===== config.mk =====
export PLATFORM = sky130hd
export DESIGN_NAME = ambi_core
export DESIGN_NICKNAME = d
export VERILOG_FILES = /design/src/rtl/ambi_core.sv
export SDC_FILE = /design/constraint.sdc
export NUM_CORES = 1
export LEC_CHECK = 0
export CAP_MARGIN = 10
export CORE_MARGIN = 2
export CORE_UTILIZATION = 62
export DETAILED_ROUTE_END_ITERATION = 8
export GPL_TIMING_DRIVEN = 1
export PLACE_DENSITY = 0.89
export SKIP_CTS_REPAIR_TIMING = 1
export SYNTH_ARGS = -nofsm -noshare
export SYNTH_HDL_FRONTEND = slang
export SYNTH_SLANG_ARGS = --single-unit

===== constraint.sdc =====
create_clock -name clk -period 5.7 [get_ports clk]
set_input_delay 1.14 -clock clk [delete_from_list [all_inputs] [get_ports clk]]
set_output_delay 1.14 -clock clk [all_outputs]
set_load 0.02 [all_outputs]

===== src/rtl/ambi_core.sv =====
// ambi_core -- single-cycle accumulator CPU core of the teaching SoC.
//
// Executes one instruction per clock. The instruction {opcode, operand} is
// fetched combinationally from an external instruction memory at address pc.
// Data operands arrive combinationally as ddatain = dmem[operand]. Stores
// present accum as write data with we asserted, and the external data memory
// captures it on the same clock edge. The core holds no memories.
//
// Ports:
//   clk      in   1         single clock, all state updates on posedge
//   rst_n    in   1         synchronous active-low reset
//   pc       out  ADDR_W    instruction address (registered)
//   accum    out  DATA_W    accumulator (registered), also the store data
//   opcode   in   OPCODE_W  opcode of imem[pc]
//   operand  in   ADDR_W    operand of imem[pc], an address or an immediate
//   we       out  1         data-memory write enable (combinational)
//   ddatain  in   DATA_W    dmem[operand], read combinationally
module ambi_core #(
  parameter int DATA_W   = 16,
  parameter int ADDR_W   = 8,
  parameter int OPCODE_W = 4
) (
  input  logic                clk,
  input  logic                rst_n,
  output logic [ADDR_W-1:0]   pc,
  output logic [DATA_W-1:0]   accum,
  input  logic [OPCODE_W-1:0] opcode,
  input  logic [ADDR_W-1:0]   operand,
  output logic                we,
  input  logic [DATA_W-1:0]   ddatain
);

  localparam logic [OPCODE_W-1:0] OP_NOP  = OPCODE_W'(4'h0);
  localparam logic [OPCODE_W-1:0] OP_LD   = OPCODE_W'(4'h1);
  localparam logic [OPCODE_W-1:0] OP_ST   = OPCODE_W'(4'h2);
  localparam logic [OPCODE_W-1:0] OP_ADD  = OPCODE_W'(4'h3);
  localparam logic [OPCODE_W-1:0] OP_SUB  = OPCODE_W'(4'h4);
  localparam logic [OPCODE_W-1:0] OP_AND  = OPCODE_W'(4'h5);
  localparam logic [OPCODE_W-1:0] OP_OR   = OPCODE_W'(4'h6);
  localparam logic [OPCODE_W-1:0] OP_XOR  = OPCODE_W'(4'h7);
  localparam logic [OPCODE_W-1:0] OP_NOT  = OPCODE_W'(4'h8);
  localparam logic [OPCODE_W-1:0] OP_SHL  = OPCODE_W'(4'h9);
  localparam logic [OPCODE_W-1:0] OP_SHR  = OPCODE_W'(4'hA);
  localparam logic [OPCODE_W-1:0] OP_LDI  = OPCODE_W'(4'hB);
  localparam logic [OPCODE_W-1:0] OP_ADDI = OPCODE_W'(4'hC);
  localparam logic [OPCODE_W-1:0] OP_JMP  = OPCODE_W'(4'hD);
  localparam logic [OPCODE_W-1:0] OP_JZ   = OPCODE_W'(4'hE);
  localparam logic [OPCODE_W-1:0] OP_HALT = OPCODE_W'(4'hF);

  logic [ADDR_W-1:0] pc_q,  pc_d;
  logic [DATA_W-1:0] acc_q, acc_d;
  logic              we_s;
  logic [ADDR_W-1:0] pc_inc_s;
  logic [DATA_W-1:0] imm_s;

  // Sequential pc increment wraps naturally at the top of the address space.
  assign pc_inc_s = pc_q + ADDR_W'(1);
  // Immediate is the operand zero-extended to the data width.
  assign imm_s    = DATA_W'(operand);

  // Instruction decode: next pc, next accumulator and the store strobe.
  always_comb begin
    pc_d  = pc_inc_s;
    acc_d = acc_q;
    we_s  = 1'b0;
    case (opcode)
      OP_NOP:  begin end
      OP_LD:   acc_d = ddatain;
      OP_ST:   we_s  = 1'b1;
      OP_ADD:  acc_d = acc_q + ddatain;
      OP_SUB:  acc_d = acc_q - ddatain;
      OP_AND:  acc_d = acc_q & ddatain;
      OP_OR:   acc_d = acc_q | ddatain;
      OP_XOR:  acc_d = acc_q ^ ddatain;
      OP_NOT:  acc_d = ~acc_q;
      OP_SHL:  acc_d = {acc_q[DATA_W-2:0], 1'b0};
      OP_SHR:  acc_d = {1'b0, acc_q[DATA_W-1:1]};
      OP_LDI:  acc_d = imm_s;
      OP_ADDI: acc_d = acc_q + imm_s;
      OP_JMP:  pc_d  = operand;
      // Branch condition uses the accumulator as it stands before the edge.
      OP_JZ: begin
        if (acc_q == {DATA_W{1'b0}}) begin
          pc_d = operand;
        end else begin
          pc_d = pc_inc_s;
        end
      end
      // HALT re-fetches itself forever; only reset leaves this state.
      OP_HALT: pc_d = pc_q;
      default: begin
        pc_d  = pc_inc_s;
        acc_d = acc_q;
        we_s  = 1'b0;
      end
    endcase
  end

  // Architectural state with synchronous active-low reset.
  always_ff @(posedge clk) begin
    if (!rst_n) begin
      pc_q  <= {ADDR_W{1'b0}};
      acc_q <= {DATA_W{1'b0}};
    end else begin
      pc_q  <= pc_d;
      acc_q <= acc_d;
    end
  end

  // Reset must suppress a store that is in flight on the same edge.
  assign we    = we_s & rst_n;
  assign pc    = pc_q;
  assign accum = acc_q;

endmodule


==> reports/results.ini, run 1 <==
[sta]
setup_viol = 0
relSlewSlack = 0.2913
worstMarginPinSlew_ns = 1.063
maxSlewViolCount = 0
layout_setup_ws_ns = 1.116
hold_slack_ns = 0.5214
fmax_mhz = 218.2
clock_skew_ns = 0.004125
rsz0062_at_grt = false
finalHoldViolCount = 0
post-route-period-util = 0.8042
min_period_ns = 4.584
timing.setup.tns_ns = 0

[detailed_routing]
drc_errors = 0
ant_nets = 0
wl_per_cell_um = 21.60
vias = 5138
drtPass1Iterations = 7
drt_iter0_markers = 665
wirelength_um = 15060
routed_via_density = 7.372

[pwr]
power.switching_mw = 0.3918
power_density_mw_per_mm2 = 175.4
swShare = 0.4700
combPwrFrac = 0.567
total_power_mw = 0.8337
p_int_mw = 0.4419
peakVddDrop_uv = 169.8
power_frac_seq = 0.274
power_leakage_nw = 1.867
power.share.clock = 0.158

[cells_and_area]
nets = 703
final_common_cell = nand2_1
final_cell_mix = nand2_1, a21oi_1, clkdlybuf4s50_1
final_area_mm2 = 0.004752
antennaDiodeCount = 0
final_layout_size_suffix_gt1_frac = 0.05645
area_growth_pct = 15.13

[clocking]
cts_max_level = 1
cts-root-buf = clkbuf_8
clockBufferDepth = 2
cts_made_buffers = 3
cts_sinks = 24
insertion_delay_ns = 0.29
cts_tree = done
path_clk_slew_ns = 0.11

[critical_path]
endpoint_kind = flop
crit_slowest_cell = clkdlybuf4s50_1
worstSetupPathType = in2reg
worstPathCellList = clkdlybuf4s50_1 > inv_1 > ha_1 > nand3_2 > or3_4 > or4_1 > o21ai_0 > mux2i_1 > ha_1 > nor2b_1 > or4_1 > o21ai_0 > xor2_1 > o2bb2ai_1
crit_path_max_fanout = 8
worstSetupStartpointType = input pin
cp.required_ns = 5.88
max_stage_delay_ns = 0.48
cp_data_arrival_time_ns = 4.77

[logic_synthesis]
synth_top_family_by_area = compound AO/OA/AOI/OAI gates
synthesis.nets = 665
synth_fa_ha_area_frac = 0.1594
ys.flop_type = dfxtp_1
synth-seq-area-share = 0.1164
synth-edff-count = 0
avgSynthCellArea_um2 = 7.080
ys_types = 68
ys_async_sr_fraction = 0
ys_warn_count = 0
synth_cells = 583
synth_xor_area_frac = 0.01697
synthMuxAreaShare = 0.04304
netlist_area_mm2 = 0.004128
ys_ff_latch = 24
synth_compound_area_frac = 0.3650
synthSimpleGateAreaFrac = 0.2240

[placed_design]
dpl_worst_slack_ns = 0.8543
place_area_mm2 = 0.004697
routabilityCongestion = 1.004
io_buffers = 54
dp_hpwl_um = 10890

[die]
die_area_mm2 = 0.007327
ios = 55
start_util = 0.6464
rows = 29
die_w_um = 85.60
core-area_mm2 = 0.006386
fp.dieH_um = 85.60

[status]
run_status = complete, no violations

[hold_path]
hold_class = reg2reg

[global_routing]
grt_first_pass_wirelength_um = 23650
grt_max_degree = 44
overflow = 0
grt.total_usage = 0.4062
antenna_found_initial = 0
grt_pass1_vias = 4686

[run]
drv_cap = 0

metal layers:
| layer | routed length, um | track usage | vias up |
|---|---|---|---|
| met3 | 2279 | 0.1068 | 89 |
| li1 | - | - | 2283 |
| met5 | 0 | 0 | - |
| met4 | 650 | 0.1833 | 0 |
| met1 | 5838 | 0.5524 | 2323 |
| met2 | 6288 | 0.6016 | 443 |
worst max-delay path, delay by kind of cell:
kind | cells | cell delay [ns]
mux | 1 | 0.22
xor+xnor | 1 | 0.18
buf+inv | 2 | 0.61
simple gates | 5 | 1.55
compound gates | 3 | 0.52
fa+ha+maj | 2 | 0.55
metrics by stage:
step | instances | utilization
6_report | 697 | 0.7441
5_1_grt | 697 | 0.7441
4_1_cts | 697 | 0.7441
3_5_place_dp | 693 | 0.7355
3_3_place_gp | 693 | 0.7355
2_1_floorplan | 583 | -
power groups by stage:
| stage | clock [mW] | combinational, mW | sequential [mW] |
|---|---|---|---|
| after global placement | 0 | 0.447 | 0.230 |
| after global routing | 0.137 | 0.509 | 0.231 |
| final | 0.132 | 0.473 | 0.229 |
| after floorplan | 0 | 0.283 | 0.237 |
| after detailed placement | 0 | 0.452 | 0.230 |
| after CTS | 0.132 | 0.456 | 0.226 |
registers in the layout (all words and copies together), names as in the netlist:
| register | flops |
|---|---|
| accum | 16 |
| pc | 8 |
layout make-up:
class	instances	area (um2)
inverter	40	150.1
clock buffer	4	55.05
sequential	24	480.5
tap	77	96.34
fill	558	1634
timing repair buffer	67	633.1
multi-input combinational	485	3337
synth_stat cells, types with 9 or more instances:
cell      instances  share of area
nor2b_1          16          0.024
a211oi_1         12          0.022
clkbuf_1         11          0.010
dfxtp_1          24           0.12
and3_1           10          0.015
o21ai_0          45          0.055
buf_2            20          0.024
nand3_1          21          0.025
a21oi_1          55          0.067
a31oi_1           9          0.014
o211ai_1          9          0.016
nor3_1           12          0.015
nor4_1            9          0.014
mux2i_1          11          0.027
o22ai_1          19          0.029
nor2_1           25          0.023
nand2_1          56          0.051
ha_1             51           0.15
inv_1            34          0.031
final timing paths:
path | startpoint | to | slack, ns | cells after the start
hold reg to reg | pc[3] | pc[3] | 0.52 | 2
setup / recovery | ddatain[0] | accum[14] | 1.12 | 14
hold / removal | pc[3] | pc[3] | 0.52 | 2
setup reg to reg | accum[0] | accum[12] | 2.84 | 9
logic make-up (layout without fill, tap and decap cells):
kind of cell | count (synthesis) | after routing
buffers and inverters | 74 | 111
xor gates and xnor gates | 8 | 8
and+or+nand+nor | 182 | 182
AOI/OAI and AO/OA | 228 | 228
DFF | 24 | 24
adders and majority gates | 52 | 52
muxes | 15 | 15
(Power assumes the default switching activity.)
==> inputs of run 2 (changes only) <==
Settings changed: CORE_UTILIZATION 62 to 57, PLACE_DENSITY 0.89 to 0.83.
Clock period 5.7 ns to 4.5 ns, I/O delays scaled along.
==> reports/results.ini, run 2 (same netlist as run 1, synthesis figures left out) <==
[pwr]
swShare = 0.4438
power_frac_seq = 0.261
total_power_mw = 1.116
power.switching_mw = 0.4951
p_int_mw = 0.6206
power.share.clock = 0.184
power_leakage_nw = 1.984
power_density_mw_per_mm2 = 224.6
combPwrFrac = 0.554
peakVddDrop_uv = 180.6

[die]
die_area_mm2 = 0.007938
die_w_um = 89.10
start_util = 0.5784
fp.dieH_um = 89.10
ios = 55
rows = 31
core-area_mm2 = 0.007137

[critical_path]
endpoint_kind = flop
cp_data_arrival_time_ns = 4.33
worstSetupPathType = in2reg
crit_path_max_fanout = 3
cp.required_ns = 4.68
worstSetupStartpointType = input pin

[clocking]
cts_made_buffers = 3
cts-root-buf = clkbuf_8
clockBufferDepth = 2
cts_sinks = 24
path_clk_slew_ns = 0.11
cts_tree = done
insertion_delay_ns = 0.28
cts_max_level = 1

[sta]
post-route-period-util = 0.9239
setup_viol = 0
relSlewSlack = 0.3101
timing.setup.tns_ns = 0
worstMarginPinSlew_ns = 1.035
clock_skew_ns = 0.01035
layout_setup_ws_ns = 0.3424
min_period_ns = 4.158
fmax_mhz = 240.5
finalHoldViolCount = 0
rsz0062_at_grt = false
maxSlewViolCount = 0
hold_slack_ns = 0.5136

[cells_and_area]
area_growth_pct = 20.37
nets = 726
fillers = 653
final_common_cell = nand2_1
antennaDiodeCount = 0
final_area_mm2 = 0.004969
final_cell_count_no_fill = 742
final_cell_mix = nand2_1, a21oi_1, clkdlybuf4s50_1
largest_reg_flops = 16
fin_util = 0.6962
final_layout_size_suffix_gt1_frac = 0.09020
multi_input_area_mm2 = 0.003337
regArea_um2 = 480.5

[placed_design]
dp_cells = 738
place_area_mm2 = 0.004897
dp_hpwl_um = 11750
io_buffers = 54
dpl_worst_slack_ns = 0.06650
routabilityCongestion = 1.030

[detailed_routing]
drt_iter0_markers = 589
wirelength_um = 15570
routed_via_density = 6.885
drtPass1Iterations = 6
vias = 5109
drc_errors = 0
ant_nets = 0
wl_per_cell_um = 20.98

[global_routing]
grt_pass1_vias = 4694
grt_first_pass_wirelength_um = 24590
grt_max_degree = 42
overflow = 0
grt.total_usage = 0.3973
antenna_found_initial = 0

[run]
drv_cap = 0

[status]
run_status = complete, no violations

[hold_path]
hold_class = reg2reg

==> run 2: cell count changes in the layout (fill, tap and decap cells not counted) <==
| cell | delta |
|---|---|
| buf_4 | +23 |
| bufinv_16 | +1 |
| clkbuf_8 | -1 |
==> run 2: layout make-up <==
class	count	area share
Clock buffer	3	0.008310
Clock inverter	1	0.006044
Inverter	40	0.03022
Multi-Input combinational cell	485	0.6716
Sequential cell	24	0.09670
Tap cell	99	0.02493
Timing Repair Buffer	90	0.1622
==> run 2: worst paths after layout <==
path         slack [ns]  cells after the start   endpoint       start
max reg2reg        1.68                      9  accum[12]    accum[0]
min reg2reg        0.51                      2      pc[2]       pc[2]
min                0.51                      2      pc[2]       pc[2]
max                0.34                     14  accum[14]  ddatain[0]
==> run 2: metal layers <==
metal  global-route usage  share of wire  vias to the layer above
li1                     -              -                     2325
met1               0.5857           0.42                     2360
met3              0.05540           0.12                       54
met2               0.5933           0.43                      370
met5                    0              0                        -
met4               0.1289          0.029                        0
==> run 2: power by group through the flow <==
stage               clock (mW)  sequential (mW)  combinational, mW
finish                   0.206            0.291              0.619
global route             0.215            0.293              0.670
CTS                      0.208            0.287              0.601
detailed placement           0            0.292              0.598
global placement             0            0.291              0.587
floorplan                    0            0.300              0.359
==> run 2: worst max-delay path: stages <==
cell,delay (ns)
clkdlybuf4s50_1,0.42
inv_1,0.09
ha_1,0.21
nand3_2,0.12
or3_4,0.35
or4_1,0.45
o21ai_0,0.22
mux2i_1,0.22
ha_1,0.27
nor2b_1,0.16
or4_1,0.46
o21ai_0,0.21
xor2_1,0.17
o2bb2ai_1,0.08
==> inputs of run 3 (changes only) <==
--- a/config.mk
+++ b/config.mk
@@ -7,3 +7,3 @@
 export LEC_CHECK = 0
-export CAP_MARGIN = 10
+export CAP_MARGIN = 40
 export CORE_MARGIN = 2
@@ -11,2 +11,3 @@
 export DETAILED_ROUTE_END_ITERATION = 8
+export GPL_ROUTABILITY_DRIVEN = 0
 export GPL_TIMING_DRIVEN = 1
--- a/constraint.sdc
+++ b/constraint.sdc
@@ -3,2 +3,2 @@
 set_output_delay 0.9 -clock clk [all_outputs]
-set_load 0.02 [all_outputs]
+set_load 0.005 [all_outputs]
==> reports/results.ini, run 3 (same netlist as run 1, synthesis figures left out) <==
[detailed_routing]
drc_errors = 0
wl_per_cell_um = 20.72
ant_nets = 0
drt_iter0_markers = 790
drtPass1Iterations = 7
vias = 5228
wirelength_um = 15330
routed_via_density = 7.065

[pwr]
peakVddDrop_uv = 150.6
power_frac_seq = 0.267
p_int_mw = 0.6170
power_density_mw_per_mm2 = 219.0
power.share.clock = 0.187
swShare = 0.4311
power.switching_mw = 0.4677
combPwrFrac = 0.546
power_leakage_nw = 1.974

[clocking]
cts-root-buf = clkbuf_8
cts_tree = done
clockBufferDepth = 2
cts_made_buffers = 3
insertion_delay_ns = 0.28
cts_max_level = 1
cts_sinks = 24
path_clk_slew_ns = 0.10

[cells_and_area]
largest_reg_flops = 16
final_common_cell = nand2_1
final_layout_size_suffix_gt1_frac = 0.08736
area_growth_pct = 20.01
final_area_mm2 = 0.004954
nets = 724
final_cell_count_no_fill = 740
final_cell_mix = nand2_1, a21oi_1, clkdlybuf4s50_1
antennaDiodeCount = 0

[global_routing]
grt.total_usage = 0.3854
grt_max_degree = 38
grt_pass1_vias = 4708
overflow = 0
antenna_found_initial = 0
grt_first_pass_wirelength_um = 24040

[die]
fp.dieH_um = 89.10
ios = 55
core-area_mm2 = 0.007137
die_w_um = 89.10
rows = 31
die_area_mm2 = 0.007938
start_util = 0.5784

[sta]
fmax_mhz = 234.2
worstMarginPinSlew_ns = 1.020
layout_setup_ws_ns = 0.2308
post-route-period-util = 0.9487
finalHoldViolCount = 0
clock_skew_ns = 0.005828
timing.setup.tns_ns = 0
setup_viol = 0
min_period_ns = 4.269
hold_slack_ns = 0.5141
maxSlewViolCount = 0
relSlewSlack = 0.3199
rsz0062_at_grt = false

[status]
run_status = complete, no violations

[critical_path]
worstSetupStartpointType = input pin
cp_data_arrival_time_ns = 4.48
worstSetupPathType = in2reg
cp.required_ns = 4.71
crit_path_max_fanout = 6
endpoint_kind = flop

[placed_design]
dp_cells = 736
dpl_worst_slack_ns = 0.002227
place_area_mm2 = 0.004882
io_buffers = 54
dp_hpwl_um = 11250

[hold_path]
hold_class = reg2reg

[run]
drv_cap = 0

==> run 3: cell count changes in the layout (fill, tap and decap cells not counted) <==
| cell | before | now |
|---|---|---|
| buf_4 | 36 | 34 |
==> run 3: final cells by class <==
cell class | count | area, um2
clock buffer | 3 | 41.29
multi-input combinational | 485 | 3337
tap | 99 | 123.9
inverter | 40 | 150.1
clock inverter | 1 | 30.03
fill | 608 | 2183
timing repair buffer | 88 | 790.8
sequential | 24 | 480.5
==> run 3: final timing paths <==
check | slack, ns | from | cells past startpoint | endpoint
hold / removal | 0.51 | pc[2] | 2 | pc[2]
setup reg to reg | 1.64 | accum[0] | 9 | accum[12]
hold reg to reg | 0.51 | pc[2] | 2 | pc[2]
setup / recovery | 0.23 | ddatain[0] | 15 | accum[13]
==> run 3: layer usage <==
metal	wire (um)	vias up	global-route usage	part of all wire
li1	-	2324	-	-
met1	5981	2368	0.5337	0.39
met2	6519	438	0.5811	0.43
met3	2075	98	0.08587	0.14
met4	753	0	0.1506	0.049
met5	0	-	0	0
==> run 3: power by group through the flow <==
stage | logic (mW) | registers [mW] | clock network [mW]
3_3_place_gp | 0.554 | 0.290 | 0
6_report | 0.592 | 0.290 | 0.202
4_1_cts | 0.572 | 0.286 | 0.203
5_1_grt | 0.641 | 0.292 | 0.211
2_1_floorplan | 0.359 | 0.275 | 0
3_5_place_dp | 0.570 | 0.291 | 0
==> run 3: stage by stage <==
step / util / power, mW
after floorplan: - / 0.6338
after global placement: 0.6841 / 0.8443
after detailed placement: 0.6841 / 0.8602
after CTS: 0.6941 / 1.061
after global routing: 0.6941 / 1.143
final: 0.6941 / 1.085
==> run 3: critical path, cell delays in order <==
cell             delay, ns
clkdlybuf4s50_1       0.42
inv_1                 0.08
ha_1                  0.24
nand3_2               0.12
or3_4                 0.37
or4_1                 0.45
o21ai_0               0.24
mux2i_1               0.22
ha_1                  0.28
buf_4                 0.17
nand3_1               0.13
nor4_2                0.06
o31ai_1               0.24
or3b_1                0.39
a21oi_1               0.16
